$ cat src/rtl/mio_bus_arbiter.sv
// mio_bus_arbiter: two-master arbiter for the shared memory/IO port with fixed wait cycles.
// Define MIO_ARB_RR_EN for round-robin tie-breaking; otherwise the CPU has fixed priority.
module mio_bus_arbiter #(
    parameter int AW   = 32,
    parameter int DW   = 32,
    parameter int WAIT = 2
) (
    input  logic            clk,
    input  logic            reset,
    input  logic            cpu_req,
    input  logic            cpu_we,
    input  logic [AW-1:0]   cpu_addr,
    input  logic [DW-1:0]   cpu_wdata,
    input  logic [DW/8-1:0] cpu_be,
    output logic [DW-1:0]   cpu_rdata,
    output logic            cpu_ready,
    input  logic            dma_req,
    input  logic            dma_we,
    input  logic [AW-1:0]   dma_addr,
    input  logic [DW-1:0]   dma_wdata,
    input  logic [DW/8-1:0] dma_be,
    output logic [DW-1:0]   dma_rdata,
    output logic            dma_ready,
    output logic            mem_en,
    output logic            mem_we,
    output logic [AW-1:0]   mem_addr,
    output logic [DW-1:0]   mem_wdata,
    output logic [DW/8-1:0] mem_be,
    input  logic [DW-1:0]   mem_rdata,
    output logic [1:0]      grant
);
    typedef enum logic [1:0] {IDLE, ACCESS, RESP} state_t;
    localparam logic [3:0] LOAD = 4'(WAIT - 1);
    state_t            r_state, w_next;
    logic [3:0]        r_cnt;
    logic              r_dma, r_we;
    logic [AW-1:0]     r_addr;
    logic [DW-1:0]     r_wdata, r_cpu_rdata, r_dma_rdata;
    logic [DW/8-1:0]   r_be;
    logic              w_start, w_pick_dma;
    assign w_start = (r_state == IDLE) && (cpu_req || dma_req);
`ifdef MIO_ARB_RR_EN
    logic r_last_dma;
    // On a tie, the master that did not win the previous grant goes first.
    assign w_pick_dma = dma_req && (!cpu_req || !r_last_dma);
    always_ff @(posedge clk or negedge reset) begin
        if (!reset) r_last_dma <= 1'b1;
        else if (w_start) r_last_dma <= w_pick_dma;
    end
`else
    assign w_pick_dma = dma_req && !cpu_req;
`endif
    always_ff @(posedge clk or negedge reset) begin
        if (!reset) r_state <= IDLE;
        else r_state <= w_next;
    end
    always_comb begin
        w_next    = r_state == IDLE   ? (w_start ? ACCESS : IDLE) :
                    r_state == ACCESS ? (r_cnt == 4'd0 ? RESP : ACCESS) : IDLE;
        mem_en    = r_state == ACCESS;
        mem_we    = mem_en && r_we;
        grant     = mem_en ? (r_dma ? 2'b10 : 2'b01) : 2'b00;
        cpu_ready = (r_state == RESP) && !r_dma;
        dma_ready = (r_state == RESP) && r_dma;
    end
    always_ff @(posedge clk or negedge reset) begin
        if (!reset) begin
            r_cnt       <= '0;
            r_dma       <= 1'b0;
            r_we        <= 1'b0;
            r_addr      <= '0;
            r_wdata     <= '0;
            r_be        <= '0;
            r_cpu_rdata <= '0;
            r_dma_rdata <= '0;
        end else if (w_start) begin
            r_cnt   <= LOAD;
            r_dma   <= w_pick_dma;
            r_we    <= w_pick_dma ? dma_we    : cpu_we;
            r_addr  <= w_pick_dma ? dma_addr  : cpu_addr;
            r_wdata <= w_pick_dma ? dma_wdata : cpu_wdata;
            r_be    <= w_pick_dma ? dma_be    : cpu_be;
        end else if (r_state == ACCESS) begin
            if (r_cnt != 4'd0) r_cnt <= r_cnt - 4'd1;
            if (r_cnt == 4'd0 && !r_we && r_dma) r_dma_rdata <= mem_rdata;
            if (r_cnt == 4'd0 && !r_we && !r_dma) r_cpu_rdata <= mem_rdata;
        end
    end
    assign mem_addr  = r_addr;
    assign mem_wdata = r_wdata;
    assign mem_be    = r_be;
    assign cpu_rdata = r_cpu_rdata;
    assign dma_rdata = r_dma_rdata;
endmodule

$ cat config.mk
export PLATFORM = sky130hd
export DESIGN_NAME = mio_bus_arbiter
export DESIGN_NICKNAME = d
export VERILOG_FILES = /design/src/rtl/mio_bus_arbiter.sv
export SDC_FILE = /design/constraint.sdc
export NUM_CORES = 1
export LEC_CHECK = 0
export ABC_AREA = 1
export CAP_MARGIN = 0
export CORE_UTILIZATION = 37
export CTS_CLUSTER_SIZE = 30
export DETAILED_ROUTE_END_ITERATION = 8
export HOLD_SLACK_MARGIN = 0.15
export PLACE_DENSITY = 0.8
export SLEW_MARGIN = 5
export SYNTH_ARGS = -nofsm -noshare
export SYNTH_HDL_FRONTEND = slang
export SYNTH_SLANG_ARGS = --single-unit
$ cat constraint.sdc
create_clock -name clk -period 1.3 [get_ports clk]
set_input_delay 0.39 -clock clk [delete_from_list [all_inputs] [get_ports clk]]
set_output_delay 0.39 -clock clk [all_outputs]
set_load 0.05 [all_outputs]
# Word-level counts from Yosys, hierarchy flattened
# Cells that the tools add are included.
[totals] reg_bits=140 input_bits=174 out_inout_bits=138 elab_cells=46
[classes] add_sub_neg=1 n_eq_ne=2 n_mux=13 bitwise=1 n_reduce_logical=20
[op_table] cell="$mux 32" count=2
[op_table] cell="$mux 4" count=4
[op_table] cell="$mux 2" count=5
[op_table] cell="$logic_and 1x1->1" count=8
[op_table] cell="$reduce_and 3->1" count=2
[op_table] cell="$logic_not 4->1" count=1
[op_table] cell="$reduce_bool 2->1" count=2
[op_table] cell="$reduce_bool 4->1" count=1
[op_table] cell="$sub 4x1->4 const B" count=1
[op_table] cell="$logic_not 1->1" count=3
[op_table] cell="$eq 2x1->1 const B" count=1
[op_table] cell="$eq 2x2->1 const B" count=1
[op_table] cell="$logic_not 2->1" count=1
[op_table] cell="$mux 1" count=2
[op_table] cell="$reduce_and 2->1" count=1
[op_table] cell="$logic_or 1x1->1" count=1
[op_table] cell="$not 1->1" count=1

# Longest topological paths before layout
# Gate-level depths: netlist (run 1).
[logic_depth] word_depth=4 depth_mapped=8

# Worst setup path before layout (run 1)
# OpenSTA, ideal clock, no wires.
[synth_timing] path_type="reg-to-output" from="register r_dma" to="output dma_ready" arrival_time_ns=1.543 t_required_ns=0.910 setup_slack_ns=-0.633 path_stages_with_launch=3 path_cell_list="dfrtp_1 inv_1 nor3_1"
[synth_via] elab_chain_cells=1
[synth_lines] element="from (decl)" line="36" rtl="logic r_dma, r_we;"
[synth_lines] element="from (signal assigned)" line="78" rtl="r_dma <= w_pick_dma;"
[synth_lines] element="$logic_and 1x1->1" line="64" rtl="dma_ready = (r_state == RESP) && r_dma;"
[synth_lines] element="to (decl)" line="23" rtl="output logic dma_ready,"
# No other way between the ends.

# Final worst setup path (run 1)
[layout_timing] from="register r_state[1]" to="register r_dma_rdata[0] (netlist: dma_rdata[0])"
[layout_via] elab_chain_cells=4 word_cells_on_any_way=5
[layout_lines] element="from (decl)" line="34" rtl="state_t r_state, w_next;"
[layout_lines] element="from (signal assigned)" line="55" rtl="else r_state <= w_next;"
[layout_lines] element="$logic_not 2->1" line="41" rtl="assign w_start = (r_state == IDLE) && (cpu_req || dma_req);"
[layout_lines] element="$logic_and 1x1->1" line="41"
[layout_lines] element="$not 1->1 (no line)"
[layout_lines] element="$reduce_and 3->1 (no line) (*)"
[layout_lines] element="to (signal assigned)" line="85" rtl="if (r_cnt == 4'd0 && !r_we && r_dma) r_dma_rdata <= mem_rdata;"
[layout_lines] element="to (decl)" line="38" rtl="logic [DW-1:0] r_wdata, r_cpu_rdata, r_dma_rdata;"
# Mark *: on every way between the ends. The rest lies on a longest branch, timed or not.
# A chain may end at the register's enable or synchronous reset.

==> impl_metrics.yaml, run 1 <==
routing:
  first_pass_iters: 5
  ant_nets: 0
  detail_route.wirelength_um: 28800
  vias_per_cell: 5.13
  routed-via-count: 7746
  wl_per_cell_um: 19.1
  drc: 0
  drt_first_iter_violations: 414
global_route:
  grt_use_total_pct: 28.7
  grt_pass1_wl_um: 39400
  overflow: 0
  first_global_vias: 7453
  gr-usage-met2_pct: 51.8
  antenna_found_initial: 0
  grt_use_met1_pct: 30.8
  grt-busiest-layer: "met2"
  grt_max_degree: 64
  met3_usage_pct: 6.68
critical_path:
  critPathMaxStageDelay_ps: 400
  r2r_slack_ps: -510
  crit_required_ps: 1660
  crit_type: "flip-flop to flip-flop"
  r2r-start: "r_state[1]$_DFF_PN0_"
  timing.rr.end: "dma_rdata[0]$_DFFE_PN0P_"
  path_max_fanout: 5
  start_kind: "flip-flop"
  arrival_ps: 2170
  cp_cell_sequence: "inv_2 > nand2_4 > inv_8 > nand2_8 > buf_4 > buf_8 > nor2_8 > buf_6 > buf_12 > buf_16 > nand2_1 > nand2_1"
  cp_common_cell: "nand2_1"
  r2r_cells: 12
  end_kind: "flip-flop"
  crit_slowest_cell: "dfrtp_1"
timing:
  finalWorstSetupSlack_ps: -509
  hold_violations: 0
  slew_viol_final: 0
  setup_viol: 271
  period_needed_ps: 1810
  timing.hold.ws_ps: 384
  tightest_slew_ps: 614
  rsz0062_at_grt: "true"
  relSlewSlack_pct: 59.1
  clock.fmax_ghz: 0.553
  period_share_pct: 139
  fin_skew_ps: 8.56
yosys:
  ys_seq_area_share_pct: 53.4
  synthesis.nets: 1026
  syn_area_mm2: 0.00656
  synth_top_area_share_pct: 53.4
  synthFlopType: "dfrtp_1"
  ys_top_cells_by_area: "dfrtp_1, nand2_1, nand3_1"
  synth_simple_gate_area_share_pct: 35.2
  synth_top_family_by_area: "simple AND/OR/NAND/NOR gates"
  synth_edf_count: 0
  yosysMostFrequentCell: "nand2_1"
  synth_warnings: 0
  synthMuxAreaShare_pct: 0
  synth.avg_cell_area_um2: 7.71
  synth_cell_type_count: 26
  synth_xor_area_share_pct: 0
  synthCells: 850
  yosys-top-cells-count: "nand2_1, dfrtp_1, nand3_1"
  synth_area_leader_cell: "dfrtp_1"
  synth_fa_ha_area_share_pct: 0.382
  postSynth.asyncResetShare_pct: 100
  synth_compound_area_share_pct: 5.36
  synth-seq-cells: 140
clock_network:
  cts_max_path_buffers: 2
  cts_inserted_buffers: 17
  cts.sinks: 140
  clock_latency_ps: 430
  clockRootBuffer: "clkbuf_16"
  htreeDepth: 4
  clk_pin_slew_worst_paths_ps: 60
  cts_tree: "done"
floorplanning:
  die_y_um: 135
  start_util_pct: 37.9
  core_mm2: 0.0173
  dieArea_mm2: 0.0183
  die_w_um: 135
  rows: 48
  io_pins: 312
cells_and_area:
  multi_input_area_mm2: 0.00308
  final_layout_size_suffix_gt1_share_pct: 32.5
  register_area_mm2: 0.00352
  stdcell_count: 1510
  area_delta_synth_final_pct: 111
  nNetsFinal: 1448
  diodes: 0
  fillers: 973
placement:
  hpwlAfterDp_um: 16500
  dpl.cell_count: 1377
  gp_congestion: 0.839
  io_buffers: 311
min_path:
  hold_class: "primary input to async pin"
status:
  violations: "negative setup slack"
  run_status: "finished with violations"
power_and_ir_drop:
  finalPower_uw: 43000
  p_per_area_mw_per_mm2: 3110
  p_leak_uw: 0.00671
  ir_worst_vdd_mv: 2.24
flow_run:
  maxCapViolations: 0
==> sequential cells by signal, indices dropped and copies added, names as in the netlist <==
name,count
mem_wdata,32
mem_addr,32
dma_rdata,32
mem_be,4
r_cnt,4
r_dma,1
r_state,2
cpu_rdata,32
r_we,1
==> worst max-delay path by stage <==
| stage | startpoint | slack, ps | end |
|---|---|---|---|
| 2_1_floorplan | r_state[1]$_DFF_PN0_ | -140 | grant[0] |
| 3_3_place_gp | cpu_req | -480 | mem_be[2]$_DFFE_PN0P_ |
| 3_5_place_dp | cpu_req | -510 | mem_addr[4]$_DFFE_PN0P_ |
| 4_1_cts | r_state[1]$_DFF_PN0_ | -470 | dma_ready |
| 5_1_grt | r_state[1]$_DFF_PN0_ | -540 | dma_rdata[0]$_DFFE_PN0P_ |
| 6_report | r_state[1]$_DFF_PN0_ | -510 | dma_rdata[0]$_DFFE_PN0P_ |
==> what timing repair did <==
item / CTS / global route
cloned: 11 / 5
endpoints found under the setup margin: 273 / 276
hold endpoints to repair: 140 / 0
buffers inserted: 25 / 63
gates resized for setup: 106 / 79
hold buffers: 1 / 0
pin swaps: 7 / 29
==> layer usage <==
layer,share of wire [%],wire length [um]
met1,34,9940
met2,53,15300
met3,7.3,2110
met4,5.1,1460
met5,0,0
==> critical path: cells and delay by family, from the launching register on <==
family / cells / cell delay [ps]
buffers and inverters: 7 / 830
DFF: 1 / 400
and+or+nand+nor: 5 / 490
==> cell families (layout without fill, tap and decap cells) <==
| family | Yosys count | in the layout |
|---|---|---|
| simple gates | 572 | 572 |
| flops | 140 | 140 |
| compound gates | 69 | 69 |
| buf+inv | 67 | 502 |
| fa+ha+maj | 2 | 2 |
==> area by class of cell <==
type | instances | share of cell area, %
Clock buffer | 19 | 3.20
Clock inverter | 13 | 1.19
Inverter | 11 | 0.588
Multi-Input combinational cell | 643 | 22.2
Sequential cell | 140 | 25.4
Tap cell | 225 | 2.04
Timing Repair Buffer | 459 | 45.3
==> layout by cell type, fill, tap and decap left out, drive strengths merged, types with 5 or more instances in the layout <==
cell | Yosys | layout
clkinv | 0 | 5
inv | 11 | 12
clkbuf | 27 | 24
o21ai | 67 | 67
clkdlybuf4s50 | 0 | 171
nand3 | 75 | 75
dfrtp | 140 | 140
buf | 29 | 282
nor2 | 7 | 7
nand2 | 485 | 485
==> power breakdown <==
part	total, uW	internal (uW)	switching [uW]
clock network	5100	3080	2030
logic	28700	13800	14900
registers	9150	6560	2580
==> through the flow <==
step           util (%)  setup TNS [ps]  area (um2)  setup slack, ps
4_1_cts            75.2          -35400       13000             -475
2_1_floorplan         -           -1030        6710             -136
3_5_place_dp       67.3          -38940       11600             -513
5_1_grt            80.0          -56950       13800             -542
3_3_place_gp       67.3          -35070       11600             -475
6_report           80.0          -47360       13800             -509
(Power assumes the default switching activity.)
==> inputs of run 2 (changes only) <==
--- a/config.mk
+++ b/config.mk
@@ -10,3 +10,3 @@
 export CORE_UTILIZATION = 37
-export CTS_CLUSTER_SIZE = 30
+export CTS_CLUSTER_SIZE = 28
 export DETAILED_ROUTE_END_ITERATION = 8
==> constraint.sdc (replaced) <==
create_clock -name clk -period 1.3 [get_ports clk]
set_input_delay 0.26 -clock clk [delete_from_list [all_inputs] [get_ports clk]]
set_output_delay 0.26 -clock clk [all_outputs]
set_load 0.05 [all_outputs]
==> run 2 against run 1 <==
  * Via count increased by 1.3%
  * Power grew 2.5%
  * Sequential power is 2% higher
  * Non-clock buffer count down 17
  * Worst setup slack improved by 100 ps
  * Cell area is 2.0% higher
  * Global-route usage grew 1.4 points
  * Largest cell class unchanged
  * Critical path depth shrank 5
  * The flow still finishes with violations (negative setup slack)
  * Register-to-register slack gained 100 ps
  * Clock-buffer cell count down 1
  * Flip-flop and latch count stayed put
  * Cell count is 1.1% lower
  * Largest power group unchanged
==> impl_metrics.yaml, run 2 (synthesized netlist as in run 1, its figures left out) <==
critical_path:
  crit_family: "simple AND/OR/NAND/NOR gates"
  crit_slowest_cell: "dfrtp_1"
  end_kind: "flip-flop"
  crit_type: "flip-flop to flip-flop"
  path_max_fanout: 8
  critPathMaxStageDelay_ps: 410
  cp_common_cell: "buf_12"
  r2r_cells: 7
  start_kind: "flip-flop"
  r2r_slack_ps: -410
  crit_required_ps: 1550
  crit_buf_inv: 3
  arrival_ps: 1960
  cp_cell_sequence: "nor2_4 > nand3_4 > buf_12 > buf_12 > buf_16 > o21ai_2 > nand2_1"
  crit_cells: 7
cells_and_area:
  nNetsFinal: 1431
  multi_input_area_mm2: 0.00339
  mostFrequentLayoutCell: "nand2_1"
  area_delta_synth_final_pct: 115
  stdcell_count: 1493
  fillers: 934
  most-common-layout-cells: "nand2_1, clkdlybuf4s50_1, buf_12, dfrtp_1, nand3_1"
  final_layout_size_suffix_gt1_share_pct: 36.8
  diodes: 0
  register_area_mm2: 0.00353
floorplanning:
  io_pins: 312
  dieArea_mm2: 0.0183
  start_util_pct: 37.9
  rows: 48
  core_mm2: 0.0173
  die_w_um: 135
  die_y_um: 135
routing:
  ant_nets: 0
  first_pass_iters: 5
  detail_route.wirelength_um: 31100
  drc: 0
  vias_per_cell: 5.26
  drt_first_iter_violations: 562
  routed-via-count: 7849
  wl_per_cell_um: 20.8
clock_network:
  cts.sinks: 140
  cts_tree: "done"
  clockRootBuffer: "clkbuf_16"
  cts_inserted_buffers: 17
  clock_latency_ps: 430
  clk_pin_slew_worst_paths_ps: 70
  htreeDepth: 4
  cts_max_path_buffers: 2
timing:
  finalWorstSetupSlack_ps: -408
  hold_violations: 0
  period_needed_ps: 1710
  fin_skew_ps: 20.6
  rsz0062_at_grt: "true"
  period_share_pct: 131
  clock.fmax_ghz: 0.586
  setup_viol: 147
  relSlewSlack_pct: 76.0
  tightest_slew_ps: 360
  timing.hold.ws_ps: 306
  slew_viol_final: 0
placement:
  io_buffers: 311
  hpwlAfterDp_um: 16300
  gp_congestion: 0.836
  dpl.cell_count: 1379
power_and_ir_drop:
  p_leak_uw: 0.00684
  finalPower_uw: 44100
  p_per_area_mw_per_mm2: 3130
  ir_worst_vdd_mv: 2.45
global_route:
  grt_use_total_pct: 30.1
  overflow: 0
  first_global_vias: 7458
  grt_pass1_wl_um: 41100
  antenna_found_initial: 2
  grt_max_degree: 56
flow_run:
  maxCapViolations: 0
status:
  run_status: "finished with violations"
  violations: "negative setup slack"
min_path:
  hold_class: "primary input to async pin"
-- run 2: area by class of cell --
class                   instances  share of cell area, %
multi-input cells             643                   24.1
clock buffers                  18                   3.04
well taps                     225                   2.00
clock inverters                14                   1.30
inverters                      11                  0.506
repair buffers                442                   44.0
flip-flops and latches        140                   25.1
-- run 2: what timing repair did --
| item | 4_1_cts | 5_1_grt |
|---|---|---|
| hold endpoints to repair | 140 | 0 |
| gates resized for setup | 159 | 128 |
| gates cloned | 18 | 2 |
| setup endpoints to repair | 83 | 185 |
| buffers inserted | 29 | 40 |
| pin swaps | 56 | 62 |
| hold buffers | 1 | 0 |
-- run 2: through the flow --
| step | instance area [um2] | setup WS, ps | util (%) | setup TNS, ps |
|---|---|---|---|---|
| after global routing | 14100 | -439 | 81.5 | -29480 |
| after CTS | 13400 | -310 | 77.6 | -13430 |
| final | 14100 | -408 | 81.5 | -20510 |
| after global placement | 11600 | -265 | 67.1 | -21220 |
| after floorplan | 6650 | -92.6 | - | -189 |
| after detailed placement | 11600 | -326 | 67.1 | -26290 |
-- run 2: worst reg2reg max path, cell delays in order, from the launching register on --
cell and delay [ps]:
dfrtp_1 410, nor2_4 200, nand3_4 140, buf_12 180, buf_12 150, buf_16 150, o21ai_2 150, nand2_1 170
-- run 2: final timing paths --
path	startpoint	to
min in group clk	dma_req	r_state[0]$_DFF_PN0_
hold reg to reg	r_cnt[0]$_DFFE_PN0P_	r_cnt[0]$_DFFE_PN0P_
hold / removal	reset	cpu_rdata[30]$_DFFE_PN0P_
setup reg to reg	r_cnt[2]$_DFFE_PN0P_	dma_rdata[13]$_DFFE_PN0P_
setup / recovery	r_cnt[2]$_DFFE_PN0P_	dma_rdata[13]$_DFFE_PN0P_
max in group asynchronous	reset	cpu_rdata[13]$_DFFE_PN0P_
-- run 2: layer usage --
layer	global-route usage, %	vias up	wire, um
met5	0	-	26
met4	14.9	4	1830
met3	7.66	143	2920
met2	52.1	561	15500
met1	34.3	3648	10800
li1	-	3493	-
-- run 2: where the power goes --
| group | internal, uW | switching [uW] |
|---|---|---|
| logic | 13900 | 15700 |
| registers | 6600 | 2720 |
| clock network | 3070 | 2110 |
| total | 23500 | 20500 |
